### config.mk
export PLATFORM = sky130hd
export DESIGN_NAME = gui_sequencer_flat
export DESIGN_NICKNAME = d
export VERILOG_FILES = /design/src/rtl/gui_sequencer_if.sv /design/src/rtl/gui_sequencer.sv /design/src/flat_wrapper.sv
export SDC_FILE = /design/constraint.sdc
export NUM_CORES = 1
export LEC_CHECK = 0
export ABC_AREA = 1
export CAP_MARGIN = 20
export CORE_UTILIZATION = 54
export CTS_BUF_LIST = sky130_fd_sc_hd__clkbuf_4 sky130_fd_sc_hd__clkbuf_8
export CTS_CLUSTER_SIZE = 14
export DETAILED_ROUTE_END_ITERATION = 10
export PLACE_DENSITY_LB_ADDON = 0.1
export SLEW_MARGIN = 0
export SYNTH_ARGS = -nofsm -noshare
export SYNTH_HDL_FRONTEND = slang
export SYNTH_SLANG_ARGS = --single-unit
### constraint.sdc
create_clock -name clk -period 1.4 [get_ports clk]
set_input_delay 0.28 -clock clk [delete_from_list [all_inputs] [get_ports clk]]
set_output_delay 0.28 -clock clk [all_outputs]
set_load 0.03 [all_outputs]
### src/rtl/gui_sequencer_if.sv
// Pixel-bus / control bundle between the screen sequencer and the pixel mux plus game logic.
// The pause line exists only when PAUSE_EN is defined.
interface gui_sequencer_if #(
  parameter int X_W = 8,
  parameter int Y_W = 7
);
  logic           start;
  logic           isDead;
`ifdef PAUSE_EN
  logic           pause;
`endif
  logic           plot;
  logic [X_W-1:0] x;
  logic [Y_W-1:0] y;
  logic [2:0]     layer;
  logic           playing;
  logic           paused;

  // master: the sequencer, which owns the raster and layer outputs
  modport master (
    input  start,
    input  isDead,
`ifdef PAUSE_EN
    input  pause,
`endif
    output plot,
    output x,
    output y,
    output layer,
    output playing,
    output paused
  );

  modport slave (
    output start,
    output isDead,
`ifdef PAUSE_EN
    output pause,
`endif
    input  plot,
    input  x,
    input  y,
    input  layer,
    input  playing,
    input  paused
  );
endinterface

### src/rtl/gui_sequencer.sv
// Screen sequencer: title -> map -> play -> death flash -> game-over, driving a raster scan and layer code.
// Defining PAUSE_EN adds a pause input and the PAUSED/REDRAW states.
module gui_sequencer #(
  parameter int SCREEN_W    = 160,
  parameter int SCREEN_H    = 120,
  parameter int X_W         = 8,
  parameter int Y_W         = 7,
  parameter int FLASH_COUNT = 3,
  parameter int HOLD_CYCLES = 12_500_000,
  parameter int HOLD_W      = 24
) (
  input  logic            clk,
  input  logic            reset,
  gui_sequencer_if.master bus
);

  localparam int FLASH_W = (FLASH_COUNT > 0) ? $clog2(FLASH_COUNT + 1) : 1;

  typedef enum logic [3:0] {
    S_DRAW_TITLE = 4'd0,
    S_TITLE_WAIT,
    S_DRAW_MAP,
    S_PLAY,
    S_FLASH_RED,
    S_HOLD_RED,
    S_FLASH_MAP,
    S_HOLD_MAP,
    S_DRAW_GO,
    S_GAME_OVER
`ifdef PAUSE_EN
    ,
    S_PAUSED,
    S_REDRAW
`endif
  } state_e;

  typedef enum logic [2:0] {
    L_NONE  = 3'd0,
    L_TITLE = 3'd1,
    L_MAP   = 3'd2,
    L_RED   = 3'd3,
    L_GO    = 3'd4
  } layer_e;

  state_e              state_q, state_d;
  logic [X_W-1:0]      x_q, x_d;
  logic [Y_W-1:0]      y_q, y_d;
  logic [FLASH_W-1:0]  flash_q, flash_d;
  logic [HOLD_W-1:0]   hold_q, hold_d;
  logic                start_q;

  logic   plot, playing, paused;
  layer_e layer;
  logic   start_edge, x_last, frame_last, hold_done;

  assign start_edge = bus.start & ~start_q;
  assign x_last     = (x_q == X_W'(SCREEN_W - 1));
  assign frame_last = x_last && (y_q == Y_W'(SCREEN_H - 1));
  assign hold_done  = (hold_q == HOLD_W'(HOLD_CYCLES - 1));

`ifdef PAUSE_EN
  logic pause_q, pause_edge;
  assign pause_edge = bus.pause & ~pause_q;
`endif

  always_comb begin
    // NOTE: every combinational output is given a default first, so no path can infer a latch.
    state_d = state_q;
    x_d     = '0;
    y_d     = '0;
    flash_d = flash_q;
    hold_d  = '0;
    plot    = 1'b0;
    layer   = L_NONE;
    playing = 1'b0;
    paused  = 1'b0;
    case (state_q)
      S_DRAW_TITLE: begin
        plot  = 1'b1;
        layer = L_TITLE;
        if (frame_last) state_d = S_TITLE_WAIT;
      end
      S_TITLE_WAIT: if (start_edge) state_d = S_DRAW_MAP;
      S_DRAW_MAP: begin
        plot  = 1'b1;
        layer = L_MAP;
        if (frame_last) state_d = S_PLAY;
      end
      S_PLAY: begin
        playing = 1'b1;
        // death wins over a simultaneous pause edge
        if (bus.isDead) state_d = (FLASH_COUNT > 0) ? S_FLASH_RED : S_DRAW_GO;
`ifdef PAUSE_EN
        else if (pause_edge) state_d = S_PAUSED;
`endif
      end
      S_FLASH_RED: begin
        plot  = 1'b1;
        layer = L_RED;
        if (frame_last) state_d = S_HOLD_RED;
      end
      S_HOLD_RED: begin
        if (hold_done) state_d = S_FLASH_MAP;
        else           hold_d  = hold_q + 1'b1;
      end
      S_FLASH_MAP: begin
        plot  = 1'b1;
        layer = L_MAP;
        if (frame_last) begin
          state_d = S_HOLD_MAP;
          flash_d = flash_q + 1'b1;
        end
      end
      S_HOLD_MAP: begin
        if (hold_done) state_d = (flash_q == FLASH_W'(FLASH_COUNT)) ? S_DRAW_GO : S_FLASH_RED;
        else           hold_d  = hold_q + 1'b1;
      end
      S_DRAW_GO: begin
        plot  = 1'b1;
        layer = L_GO;
        if (frame_last) begin
          state_d = S_GAME_OVER;
          flash_d = '0;
        end
      end
      S_GAME_OVER: if (start_edge) state_d = S_DRAW_TITLE;
`ifdef PAUSE_EN
      S_PAUSED: begin
        paused = 1'b1;
        if (pause_edge) state_d = S_REDRAW;
      end
      S_REDRAW: begin
        plot  = 1'b1;
        layer = L_MAP;
        if (frame_last) state_d = S_PLAY;
      end
`endif
      default: begin
        state_d = S_DRAW_TITLE;
        flash_d = '0;
      end
    endcase
    // raster advances only while drawing; the last pixel leaves x,y at the 0 default
    if (plot && !frame_last) begin
      x_d = x_last ? '0 : x_q + 1'b1;
      y_d = x_last ? y_q + 1'b1 : y_q;
    end
  end

  // NOTE: state registers use non-blocking assignments so every flop samples pre-edge values.
  always_ff @(posedge clk or posedge reset) begin
    if (reset) begin
      state_q <= S_DRAW_TITLE;
      x_q     <= '0;
      y_q     <= '0;
      flash_q <= '0;
      hold_q  <= '0;
      start_q <= 1'b0;
`ifdef PAUSE_EN
      pause_q <= 1'b0;
`endif
    end else begin
      state_q <= state_d;
      x_q     <= x_d;
      y_q     <= y_d;
      flash_q <= flash_d;
      hold_q  <= hold_d;
      start_q <= bus.start;
`ifdef PAUSE_EN
      pause_q <= bus.pause;
`endif
    end
  end

  assign bus.plot    = plot;
  assign bus.x       = x_q;
  assign bus.y       = y_q;
  assign bus.layer   = layer;
  assign bus.playing = playing;
  assign bus.paused  = paused;

endmodule

### src/flat_wrapper.sv
// flat-port wrapper written by rule: the top's interface ports become plain ports
module gui_sequencer_flat 
#(
  parameter int SCREEN_W    = 160,
  parameter int SCREEN_H    = 120,
  parameter int X_W         = 8,
  parameter int Y_W         = 7,
  parameter int FLASH_COUNT = 3,
  parameter int HOLD_CYCLES = 12_500_000,
  parameter int HOLD_W      = 24
)
  (clk, reset, bus_start, bus_isDead, bus_plot, bus_x, bus_y, bus_layer, bus_playing, bus_paused);
  gui_sequencer_if #(.X_W(X_W), .Y_W(Y_W)) bus_i ();
  input  logic clk;
  input  logic reset;
  input wire logic [$bits(bus_i.start)-1:0] bus_start;
  input wire logic [$bits(bus_i.isDead)-1:0] bus_isDead;
  output wire logic [$bits(bus_i.plot)-1:0] bus_plot;
  output wire logic [$bits(bus_i.x)-1:0] bus_x;
  output wire logic [$bits(bus_i.y)-1:0] bus_y;
  output wire logic [$bits(bus_i.layer)-1:0] bus_layer;
  output wire logic [$bits(bus_i.playing)-1:0] bus_playing;
  output wire logic [$bits(bus_i.paused)-1:0] bus_paused;
  assign bus_i.start = bus_start;
  assign bus_i.isDead = bus_isDead;
  assign bus_plot = bus_i.plot;
  assign bus_x = bus_i.x;
  assign bus_y = bus_i.y;
  assign bus_layer = bus_i.layer;
  assign bus_playing = bus_i.playing;
  assign bus_paused = bus_i.paused;
  gui_sequencer #(.SCREEN_W(SCREEN_W), .SCREEN_H(SCREEN_H), .X_W(X_W), .Y_W(Y_W), .FLASH_COUNT(FLASH_COUNT), .HOLD_CYCLES(HOLD_CYCLES), .HOLD_W(HOLD_W)) u_core (.clk(clk), .reset(reset), .bus(bus_i));
endmodule
After elaboration in Yosys (flattened, before gate mapping):

Index checks and enable logic that the tools add are counted.

* register bits after elaboration: 46
* logic and storage cells: 71
* input port bits: 4
* output and inout bits: 21

* reduce and logical (&&, ||, !) cells: 10
* equal/unequal tests: 24
* add/subtract/negate cells: 4
* muxes and demuxes: 24
* bitwise logic cells: 3

Operators with widths (number)
* 24-bit two-way mux: 2
* 4-bit two-way mux: 11
* 4-bit one-hot mux with 10 select lines: 1
* 24-bit by 1-bit adder with 24-bit output, second input constant: 1
* 24-bit equality test, second input constant: 1
* 2-bit by 1-bit != test with 1-bit output, second input constant: 10
* 4-bit by 3-bit equality test with 1-bit output, second input constant: 4
* 8-bit two-way mux: 2
* 7-bit two-way mux: 2
* 3-bit one-hot mux with 4 select lines: 1
* 10-bit AND reduction: 1
* 8-bit by 1-bit adder with 8-bit output, second input constant: 1
* 4-bit by 2-bit equality test with 1-bit output, second input constant: 2
* 4-bit equality test, second input constant: 2
* 8-bit equality test, second input constant: 1
* 8-bit OR reduction: 1
* 7-bit by 1-bit adder with 7-bit output, second input constant: 1
* 7-bit equality test, second input constant: 1
* 2-bit one-hot mux with 3 select lines: 1
* 5-bit OR reduction: 1
* 4-bit by 1-bit equality test with 1-bit output, second input constant: 1
* 4-bit zero test: 1
* 2-bit two-way mux: 2
* 2-bit OR reduction: 2
* other kinds (9): 12

Logic depth before layout (Yosys ltp):

* depth in word-level cells: 5
* depth in mapped cells: 10

Worst setup path after synthesis:

No wires, ideal clock.

* kind: register to register
* start: register u_core.x_q[0] (netlist: u_core.bus.x[0])
* end: register u_core.state_q[1]
* slack: -219 ps
* stages on the path, launching flop included: 11
* data arrival time: 1502 ps
* data required time: 1283 ps
* buffers on the path: 0
* library setup time: 117 ps
* period minus slack after synthesis: 1619 ps
* cells stage by stage: dfrtp_1 -> ha_1 -> nand2_1 -> inv_2 -> nand2_1 -> nor2_2 -> nand2_2 -> a21oi_4 -> nand2_1 -> nand2_1 -> nand2_1

* cells in the longest elaborated chain, start to end: 4
* elaborated cells on any way between the ends: 8
* those cells by class: 6 x eq/ne; 2 x reduce/logical

Ends and longest elaborated chain
* from (decl): line gui_sequencer.sv:46 `logic [X_W-1:0] x_q, x_d;`
* from (signal assigned): line gui_sequencer.sv:154 `x_q <= '0;`
* from (signal assigned): line gui_sequencer.sv:164 `x_q <= x_d;`
* 8-bit equality test (*): line gui_sequencer.sv:57 `assign x_last = (x_q == X_W'(SCREEN_W - 1));`
* 1-bit logical AND (*): line gui_sequencer.sv:58 `assign frame_last = x_last && (y_q == Y_W'(SCREEN_H - 1));`
* 2-bit by 1-bit != test with 1-bit output (no line)
* 10-bit AND reduction (no line) (*)
* to (signal assigned): line gui_sequencer.sv:163 `state_q <= state_d;`
* to (decl): line gui_sequencer.sv:45 `state_e state_q, state_d;`

Every way passes the cells marked *; elsewhere a longest branch is shown, timed or not.
A chain may end at the register's enable or synchronous reset.

Worst setup path in the final report:

* start: register u_core.state_q[1]
* end: output port bus_layer[2]

* cells in the longest elaborated chain, start to end: 3
* elaborated cells on any way between the ends: 7
* those cells by class: 4 x eq/ne; 1 x mux; 2 x reduce/logical

Ends and longest elaborated chain
* 4-bit by 2-bit equality test with 1-bit output / 4-bit by 3-bit equality test with 1-bit output (equally long branches): line gui_sequencer.sv:77 `case (state_q)`
* 2-bit OR reduction (no line)
* 3-bit one-hot mux with 4 select lines (*): line gui_sequencer.sv:77
* to (decl): line flat_wrapper.sv:21 `output wire logic [$bits(bus_i.layer)-1:0] bus_layer;`

Marks and branches as above.

==> flow_summary.ini <==
[final_layout]
fin_util_pct = 79.7
fin_nets = 453
num_antenna_cells = 0
drive_above_1_share_pct = 39.2
stdcell_area_um2 = 3810
final_cell_mix = 70 x nand2_1, 61 x nor2_1, 38 x buf_4
finalNonFillerCells = 513
final_common_cell = nand2_1
area_delta_synth_final_pct = 40.3

[detailed_routing]
drc_errors = 0
drt_first_pass_iters = 5
wl_mm = 7.15
first_iter_violations = 169
vias_per_cell = 5.20
drt.antenna.violating_nets = 0
wire_per_inst_um = 13.9
dr_total_vias = 2670

[placed_design]
place_hpwl_mm = 4.52
placedCellCount = 483
preCtsSetupSlack_ns = -0.0407
place_area_um2 = 3290
io_buffers = 23
gp_congestion = 0.912

[flow_run]
drv_cap = 0

[power]
max-vdd-ir-drop_mv = 0.710
switchingPower_mw = 1.68
pwr-share-seq_pct = 36.9
p_leak_nw = 1.70
p_per_area_nw_per_um2 = 1180
total_power_mw = 4.48
p_comb_share_pct = 39.8
p_int_mw = 2.80
clkPwrFrac_pct = 23.3
swShare_pct = 37.5

[logic_synthesis]
yosysWarnings = 0
synth_top_area_share_pct = 42.4
syn-cell-area_um2 = 2720
synth_cell_types = 32
yosysTopAreaCell = dfrtp_1
ys_seq_elements = 46
synthCells = 370
syn_area_per_cell_um2 = 7.34
syn_nets = 378
yosys-top-cells-area = dfrtp_1 42%, nand2_1 11%, nor2_1 10%
ys_seq_area_share_pct = 42.4

[floorplan]
fp.dieW_um = 72.9
io_pins = 25
core_um2 = 4790
die_area_um2 = 5320
row_count = 25
die_y_um = 72.9
initial_core_util_pct = 56.8

[critical_path]
crit_slowest_cell = dfrtp_2
critPathRequiredTime_ns = 1.12
reg2regPathDepth = 8
path_depth = 4
cp_top_family = flip-flops
cp_max_fo = 5
cp_data_arrival_time_ns = 1.26
path_cells = nor2_4 > nand3_2 > inv_2 > buf_6
startpoint_type = flop
criticalPathCategory = flop to output pin
r2r-start = u_core.hold_q[1]$_DFF_PP0_
crit_buf_inv = 2
crit_path_start = u_core.state_q[1]$_DFFE_PP0P_
endpoint_kind = output pin
crit_path_max_incr_delay_ns = 0.50

[clock_tree]
cts_made_buffers = 5
clock_path_buffers = 2
numClockSinks = 46
worstSkewPairLatency_ns = 0.30
cts_tree = done
clk_pin_slew_worst_paths_ns = 0.08
ctsHtreeMaxLevel = 2
cts_root_buf = clkbuf_8

[timing]
fmax_mhz = 648
setup_viol = 14
worst_slack_ns = -0.144
rsz0062_at_grt = true
finalCritPeriodShare_pct = 110
drv_slew = 0
tns_ns = -1.01
worst_hold_slack_ns = 0.256
hold_viol_final = 0
skew_ns = 0.00730
fin_crit_ns = 1.54

[grt]
antenna_found_initial = 0
met2_usage_pct = 45.9
met1_usage_pct = 31.6
grt_pass1_wl_mm = 10.4
use_met3_pct = 4.83
grt_overflow = 0
grt_pass1_vias = 2405
grt-busiest-layer = met2
grt_max_degree = 20
grt_use_total_pct = 25.7

[status]
status = complete, but fails checks
violations = negative setup slack

[worst_hold_path]
hp-class = input port to async pin
routing by layer:
metal | part of all wire, % | vias to the layer above
met5 | 0 | -
met3 | 4.0 | 16
met2 | 53 | 76
li1 | - | 1306
met4 | 2.1 | 0
met1 | 41 | 1272
final timing paths:
check	slack, ns	end
worst max-delay path	-0.14	bus_layer[2]
worst min-delay path	0.26	u_core.bus.y[6]$_DFFE_PP0P_
worst max register to register	-0.07	u_core.state_q[0]$_DFFE_PP0P_
worst min register to register	0.53	u_core.flash_q[0]$_DFFE_PP0P_
max in group asynchronous	0.72	u_core.hold_q[18]$_DFF_PP0_
min in group clk	0.44	u_core.start_q$_DFF_PP0_
cell type report:
cell class,instances,area [um^2]
clock buffers,7,90.1
clock inverters,1,30.0
fillers,331,973
inverters,50,199
multi-input cells,270,1620
flip-flops and latches,46,1170
well taps,67,83.8
repair buffers,72,618
cell usage after synthesis:
cell type  instances
nor3_2             2
nand3_1           31
nand2_1           83
nand3_4            1
clkinv_1           1
xor2_1             8
o21a_4             1
and3_1             2
conb_1             1
nor2_4             2
ha_1               4
nor3_1             8
o21ai_2            1
nor2_1            76
buf_4              3
nand3_2            4
inv_1             43
or2_2              1
o21ai_0            9
xnor2_1            4
dfrtp_1           46
o21ai_1            1
buf_6              1
nor3b_2            1
or2_1              1
inv_2              6
nand2_2            5
nor2_2             8
a21oi_1            8
nand4_1            6
and2_2             1
a21oi_4            1
state kept, by name (all words and copies together), names as in the netlist:
| signal | flops |
|---|---|
| u_core.start_q | 1 |
| u_core.flash_q | 2 |
| u_core.bus.x | 8 |
| u_core.bus.y | 7 |
| u_core.hold_q | 24 |
| u_core.state_q | 4 |
what timing repair did:
item / CTS / global route
buffers inserted: 5 / 16
cloned: 1 / 0
hold endpoints to repair: 0 / 0
hold buffers: 0 / 0
gates resized for setup: 31 / 93
pin swaps: 4 / 20
setup endpoints to repair: 29 / 60
cells by family (layout without fill, tap and decap cells):
kind of cell             after synthesis  in the layout  synth area share [%]
AO/OA/AOI/OAI                         21             21                  4.79
AND/OR/NAND/NOR                      232            232                  38.9
flip-flops                            46             46                  42.4
XOR/XNOR                              12             12                  3.87
other                                  1              1                 0.138
adder cells (fa/ha/maj)                4              4                  1.84
buffers and inverters                 54            130                  8.15
worst register-to-register path: cells and delay by family (launching register included):
kind / cells / cell delay [ns]
DFF: 1 / 0.41
buffers and inverters: 1 / 0.17
adders and majority gates: 1 / 0.17
and+or+nand+nor: 6 / 0.63
power groups by stage:
stage | registers [mW] | clock network, mW | logic, mW
after floorplan | 1.69 | 0 | 0.837
after global placement | 1.61 | 0 | 1.46
after detailed placement | 1.61 | 0 | 1.48
after CTS | 1.60 | 1.07 | 1.56
after global routing | 1.67 | 1.13 | 1.95
final | 1.65 | 1.05 | 1.79
No activity file was read; power rests on OpenSTA's default activity.
